`src/rtl/native_to_wishbone_bridge.sv`:
```
// Native single-beat request responder that replays each request as one Wishbone classic
// cycle, with a one-entry request buffer, a bus timeout and sticky error flags.
module native_to_wishbone_bridge #(
  parameter int          address_width = 16,
  parameter int          TimeoutCycles = 255,
  parameter logic [31:0] TimeoutData   = 32'hDEADBEEF
) (
  input  logic                     clk_i,
  input  logic                     reset_n_i,
  input  logic [address_width-1:0] address_i,
  input  logic [31:0]              data_i,
  input  logic [3:0]               write_strb_i,
  input  logic                     data_valid_i,
  output logic [31:0]              data_o,
  output logic                     data_valid_o,
  output logic [31:0]              o_wb_adr,
  output logic [31:0]              o_wb_dat,
  output logic [3:0]               o_wb_sel,
  output logic                     o_wb_we,
  output logic                     o_wb_cyc,
  output logic                     o_wb_stb,
  input  logic [31:0]              i_wb_rdt,
  input  logic                     i_wb_ack,
  output logic                     busy_o,
  output logic                     timeout_o,
  output logic                     overflow_o,
  input  logic                     clear_i
);

  typedef enum logic [1:0] {
    IDLE = 2'd0,
    BUS  = 2'd1,
    RESP = 2'd2
  } state_t;

  state_t                   state_r;
  logic                     buf_valid_r;
  logic [address_width-1:0] buf_adr_r;
  logic [31:0]              buf_dat_r;
  logic [3:0]               buf_strb_r;
  logic [31:0]              cnt_r;
  logic [31:0]              data_r;
  logic                     data_valid_r;
  logic [31:0]              adr_r;
  logic [31:0]              dat_r;
  logic [3:0]               sel_r;
  logic                     we_r;
  logic                     cyc_r;
  logic                     timeout_r;
  logic                     overflow_r;

  logic accept_live_s;
  logic store_s;
  logic drop_s;
  logic timeout_evt_s;

  // Word-aligned, zero-extended Wishbone address.
  function automatic logic [31:0] wb_addr(input logic [address_width-1:0] a);
    return 32'(a) & 32'hFFFF_FFFC;
  endfunction

  // Request routing: live capture, buffering or drop, plus timeout expiry detection.
  always_comb begin
    accept_live_s = 1'b0;
    store_s       = 1'b0;
    drop_s        = 1'b0;
    timeout_evt_s = 1'b0;
    if ((state_r == IDLE) && !buf_valid_r) begin
      accept_live_s = data_valid_i;
    end else begin
      store_s = data_valid_i && !buf_valid_r;
      drop_s  = data_valid_i && buf_valid_r;
    end
    if ((state_r == BUS) && !i_wb_ack && (TimeoutCycles != 0)) begin
      timeout_evt_s = (cnt_r == 32'(TimeoutCycles - 1));
    end else begin
      timeout_evt_s = 1'b0;
    end
  end

  // Main FSM, Wishbone output registers, request buffer and sticky flags.
  always_ff @(posedge clk_i or negedge reset_n_i) begin
    if (!reset_n_i) begin
      state_r      <= IDLE;
      buf_valid_r  <= 1'b0;
      buf_adr_r    <= '0;
      buf_dat_r    <= 32'd0;
      buf_strb_r   <= 4'd0;
      cnt_r        <= 32'd0;
      data_r       <= 32'd0;
      data_valid_r <= 1'b0;
      adr_r        <= 32'd0;
      dat_r        <= 32'd0;
      sel_r        <= 4'd0;
      we_r         <= 1'b0;
      cyc_r        <= 1'b0;
      timeout_r    <= 1'b0;
      overflow_r   <= 1'b0;
    end else begin
      data_valid_r <= 1'b0;
      case (state_r)
        IDLE: begin
          if (buf_valid_r) begin
            adr_r   <= wb_addr(buf_adr_r);
            dat_r   <= buf_dat_r;
            sel_r   <= (buf_strb_r != 4'd0) ? buf_strb_r : 4'hF;
            we_r    <= (buf_strb_r != 4'd0);
            cyc_r   <= 1'b1;
            state_r <= BUS;
          end else if (accept_live_s) begin
            adr_r   <= wb_addr(address_i);
            dat_r   <= data_i;
            sel_r   <= (write_strb_i != 4'd0) ? write_strb_i : 4'hF;
            we_r    <= (write_strb_i != 4'd0);
            cyc_r   <= 1'b1;
            state_r <= BUS;
          end else begin
            state_r <= IDLE;
          end
        end
        BUS: begin
          cnt_r <= cnt_r + 32'd1;
          // Ack has priority over a timeout expiring in the same cycle.
          if (i_wb_ack) begin
            if (!we_r) data_r <= i_wb_rdt;
            cyc_r        <= 1'b0;
            data_valid_r <= 1'b1;
            state_r      <= RESP;
          end else if (timeout_evt_s) begin
            if (!we_r) data_r <= TimeoutData;
            cyc_r        <= 1'b0;
            data_valid_r <= 1'b1;
            state_r      <= RESP;
          end else begin
            state_r <= BUS;
          end
        end
        RESP: begin
          cnt_r   <= 32'd0;
          state_r <= IDLE;
        end
        default: begin
          cnt_r   <= 32'd0;
          cyc_r   <= 1'b0;
          state_r <= IDLE;
        end
      endcase

      if (store_s) begin
        buf_valid_r <= 1'b1;
        buf_adr_r   <= address_i;
        buf_dat_r   <= data_i;
        buf_strb_r  <= write_strb_i;
      end else if ((state_r == IDLE) && buf_valid_r) begin
        buf_valid_r <= 1'b0;
      end else begin
        buf_valid_r <= buf_valid_r;
      end

      // A set event wins over a simultaneous clear.
      if (timeout_evt_s) begin
        timeout_r <= 1'b1;
      end else if (clear_i) begin
        timeout_r <= 1'b0;
      end else begin
        timeout_r <= timeout_r;
      end

      if (drop_s) begin
        overflow_r <= 1'b1;
      end else if (clear_i) begin
        overflow_r <= 1'b0;
      end else begin
        overflow_r <= overflow_r;
      end
    end
  end

  assign data_o       = data_r;
  assign data_valid_o = data_valid_r;
  assign o_wb_adr     = adr_r;
  assign o_wb_dat     = dat_r;
  assign o_wb_sel     = sel_r;
  assign o_wb_we      = we_r;
  assign o_wb_cyc     = cyc_r;
  assign o_wb_stb     = cyc_r;
  assign busy_o       = (state_r != IDLE) || buf_valid_r;
  assign timeout_o    = timeout_r;
  assign overflow_o   = overflow_r;

endmodule

```
`config.mk`:
```
export PLATFORM = sky130hd
export DESIGN_NAME = native_to_wishbone_bridge
export DESIGN_NICKNAME = d
export VERILOG_FILES = /design/src/rtl/native_to_wishbone_bridge.sv
export SDC_FILE = /design/constraint.sdc
export NUM_CORES = 1
export LEC_CHECK = 0
export BUFFER_PORTS_ARGS = -buffer_cell sky130_fd_sc_hd__buf_4
export CAP_MARGIN = 30
export CORE_AREA = 2 2 131 133
export CTS_CLUSTER_DIAMETER = 150
export DETAILED_ROUTE_END_ITERATION = 8
export DIE_AREA = 0 0 133 135
export GPL_TIMING_DRIVEN = 1
export PLACE_DENSITY = 0.75
export SYNTH_ARGS = -nofsm -noshare
export SYNTH_HDL_FRONTEND = slang
export SYNTH_SLANG_ARGS = --single-unit
```
`constraint.sdc`:
```
create_clock -name clk_i -period 1.92 [get_ports clk_i]
set_input_delay 0.096 -clock clk_i [delete_from_list [all_inputs] [get_ports clk_i]]
set_output_delay 0.096 -clock clk_i [all_outputs]
set_load 0.01 [all_outputs]
```
==> impl_metrics.py <==
metrics = {
    "outcome": {
        "run_status": "complete, no violations",
    },
    "critical_path": {
        "worst-endpoint-required_ns": 2.28,
        "worstSetupEndpointType": "flip-flop",
        "critical_path_arrival_ns": 2.24,
        "critical-path-max-stage-delay_ns": 0.40,
        "cp-start-kind": "flip-flop",
        "path_cells": "ha_2, nand4_4, buf_4, or3_4, or4_1, a21oi_1",
        "crit_path_top_delay_cell": "or4_1",
        "path_buf_inv": 1,
        "maximum_fanout_count_along_the_critical_path": 4,
        "crit_family": "simple AND/OR/NAND/NOR gates",
        "setup.worst_path.class": "flip-flop to flip-flop",
    },
    "sta": {
        "setup_repair_after_global_routing_missed_its_margin": "true",
        "worst_slew_margin_rel": 0.553,
        "timing.final.crit_period_ns": 1.89,
        "final.setup.worst_slack_ns": 0.0305,
        "max_clock_freq_mhz": 529,
        "totalNegativeSetupSlack_ns": 0,
        "finalSetupViolations": 0,
        "slew_violations": 0,
        "worst_hold_slack_ns": 0.206,
        "tightestPinTransition_ns": 0.668,
        "min_period_over_period": 0.984,
        "clock_skew_ns": 0.00807,
        "timing.final.hold_violations": 0,
    },
    "power": {
        "p_clk_frac": 0.230,
        "intPower_w": 0.0102,
        "comb_power_share": 0.385,
        "reg_power_frac": 0.385,
        "p_sw_w": 0.00523,
        "total_leakage_power_nw": 5.11,
        "power_per_cell_area_mw_per_mm2": 1390,
        "peakVddDrop_mv": 0.826,
        "power_switching_share": 0.340,
    },
    "yosys": {
        "synth_area_mm2": 0.00784,
        "syn-mean-instance-area_um2": 11.1,
        "post_synth_mux_area_share": 0.148,
        "yosys.area_share.adder": 0.00319,
        "netlist_instances": 706,
        "synthDistinctLibCells": 53,
        "synth-main-ff-cell": "dfrtp_1",
        "synth_seq_area_share": 0.549,
        "synth_compound_area_frac": 0.108,
        "yosysWarningCount": 0,
        "synthSimpleGateAreaFrac": 0.120,
        "synth_enable_flop_cells": 0,
        "yosysTopAreaCell": "dfrtp_1",
        "postSynthRegisterBits": 172,
        "synth_top_cell_area_share": 0.549,
        "main_combinational_cell_family_by_area_after_synthesis": "multiplexers",
        "ys_top_cells_by_area": "dfrtp_1 55%, mux2_2 6.6%, mux2i_1 5.9%",
        "synthArstFlopShare": 1.00,
        "post_synth_xor_area_fraction": 0.0123,
    },
    "route": {
        "first_pass_iters": 6,
        "detail_route.drc_violations": 0,
        "first_iter_violations": 324,
        "route.vias.total": 6407,
        "total_length_of_routed_wires_um": 20000,
        "count_of_antenna_violating_nets_left_after_detailed_routing": 0,
        "vias_per_cell": 5.25,
        "detail_route.wl_per_cell_um": 16.4,
    },
    "clocking": {
        "post-cts-setup-buffer-count": 0,
        "cts_tree": "done",
        "tritoncts.num_buffers": 17,
        "cts_num_sinks": 172,
        "clock_tree.buffer_depth": 2,
        "cts.root.buffer_cell": "clkbuf_16",
        "cts.htree.levels": 4,
        "post_cts_clock_slew_at_the_launch_and_capture_registers_of_the_worst_setup_and_hold_paths_ns": 0.06,
        "clock_insertion_delay_worst_skew_ns": 0.43,
    },
    "cells_and_area": {
        "mostFrequentLayoutCells": "213 x buf_4, 171 x dfrtp_1, 86 x dlygate4sd3_1, 64 x nand2_1, 55 x o21ai_0",
        "seqCellArea_mm2": 0.00431,
        "n_fill_cell": 1217,
        "multi_input_area_mm2": 0.00317,
        "area_growth_syn_to_layout_pct": 41.5,
        "mostFrequentLayoutCell": "buf_4",
        "insertedDiodeCount": 0,
        "nets": 1079,
        "finalCoreUtilization": 0.676,
        "design_area_mm2": 0.0111,
        "layout-drive-gt1-share": 0.321,
    },
    "floorplan": {
        "core_mm2": 0.0164,
        "die_area_mm2": 0.0180,
        "number_of_top_level_pins": 196,
        "std_cell_rows": 47,
        "floorplan.initialDensity": 0.478,
        "fp.dieW_um": 133,
        "die-height_um": 135,
    },
    "global_routing": {
        "first_pass_grt_wire_length_um": 32400,
        "first_global_vias": 6561,
        "grt_max_degree": 54,
        "overflow": 0,
        "globalRouteTotalUtil": 0.227,
        "grt_antenna_before_repair": 0,
    },
    "placed_design": {
        "buffer_ports.inserted": 175,
        "detailedPlace.worstSlack_ns": 0.0380,
        "dp.final_hpwl_um": 12700,
        "globalplace.congestion": 0.817,
        "placed_cell_area_mm2": 0.00961,
    },
    "job": {
        "drv.max_cap_violation_count": 0,
    },
    "min_path": {
        "hold_class": "input pin to asynchronous set/reset pin",
    },
}
## routing by layer
layer	wire [µm]	GRT usage	vias to the layer above
met5	0	0	-
met4	495	0.0866	0
met3	1150	0.0586	47
met2	9870	0.384	201
met1	8460	0.280	3146
li1	-	-	3013
## cell usage after synthesis (7+ instances only)
| master | count |
|---|---|
| dfrtp_1 | 172 |
| o22ai_1 | 28 |
| mux2_1 | 16 |
| a22o_1 | 8 |
| clkbuf_1 | 23 |
| inv_1 | 32 |
| and4_1 | 7 |
| nor2_1 | 31 |
| nand2_1 | 65 |
| nand3_1 | 7 |
| nor2b_1 | 13 |
| nor4_1 | 9 |
| a21oi_1 | 33 |
| o21ai_0 | 55 |
| mux2_2 | 46 |
| a21o_1 | 9 |
| buf_4 | 23 |
| mux2i_1 | 46 |
| buf_2 | 10 |
## worst reg2reg max path, stage by stage, from the launching register on
cell and delay (ns):
dfrtp_1 0.37, ha_2 0.22, nand4_4 0.12, buf_4 0.17, or3_4 0.38, or4_1 0.40, a21oi_1 0.15
## kinds of logic after synthesis
family                   after synthesis
AND/OR/NAND/NOR                      174
flip-flops                           172
other                                  1
adder cells (fa/ha/maj)                2
multiplexers                         108
buffers and inverters                 93
AO/OA/AOI/OAI                        145
XOR/XNOR                              11
## stage by stage
step / total power [W] / instances
5_1_grt: 0.0164 / 1221
4_1_cts: 0.0154 / 1221
3_3_place_gp: 0.0115 / 1103
6_report: 0.0154 / 1221
3_5_place_dp: 0.0117 / 1103
2_1_floorplan: 0.00917 / 723
## registers in the layout, indices dropped and copies added, names as in the netlist
signal and cells:
o_wb_dat 32, overflow_o 1, o_wb_adr 14, cnt_r 32
buf_strb_r 4, data_o 32, buf_adr_r 14, state_r 2
data_valid_o 1, buf_valid_r 1, timeout_o 1, buf_dat_r 32
o_wb_cyc 1, o_wb_we 1, o_wb_sel 4
## path summary, 6_finish.rpt
path / cells after the start / end / start / slack, ns
max in group asynchronous: 3 / cnt_r[12] / reset_n_i / 1.07
setup reg to reg: 6 / cnt_r[16] / cnt_r[1] / 0.03
min in group clk_i: 3 / timeout_o / clear_i / 0.42
hold / removal: 2 / data_o[1] / reset_n_i / 0.21
hold reg to reg: 2 / o_wb_dat[7] / o_wb_dat[7] / 0.49
setup / recovery: 6 / cnt_r[16] / cnt_r[1] / 0.03
## power by group through the flow
| stage | sequential, W | combinational, W | clock (W) |
|---|---|---|---|
| floorplan | 0.00610 | 0.00307 | 0 |
| global placement | 0.00588 | 0.00559 | 0 |
| CTS | 0.00591 | 0.00591 | 0.00362 |
| detailed placement | 0.00594 | 0.00576 | 0 |
| finish | 0.00593 | 0.00593 | 0.00355 |
| global route | 0.00611 | 0.00648 | 0.00376 |
## repair_timing
action | CTS | global route
setup endpoints to repair | 0 | 19
resized for setup | 0 | 4
hold buffers | 86 | 0
hold endpoints to repair | 180 | 0
## area by class of cell
class	instances	share of cell area
clock buffers	18	0.0396
repair buffers	307	0.235
clock inverters	14	0.0150
flip-flops and latches	172	0.388
inverters	32	0.0108
well taps	220	0.0248
multi-input cells	458	0.286
(Power assumes the default switching activity.)
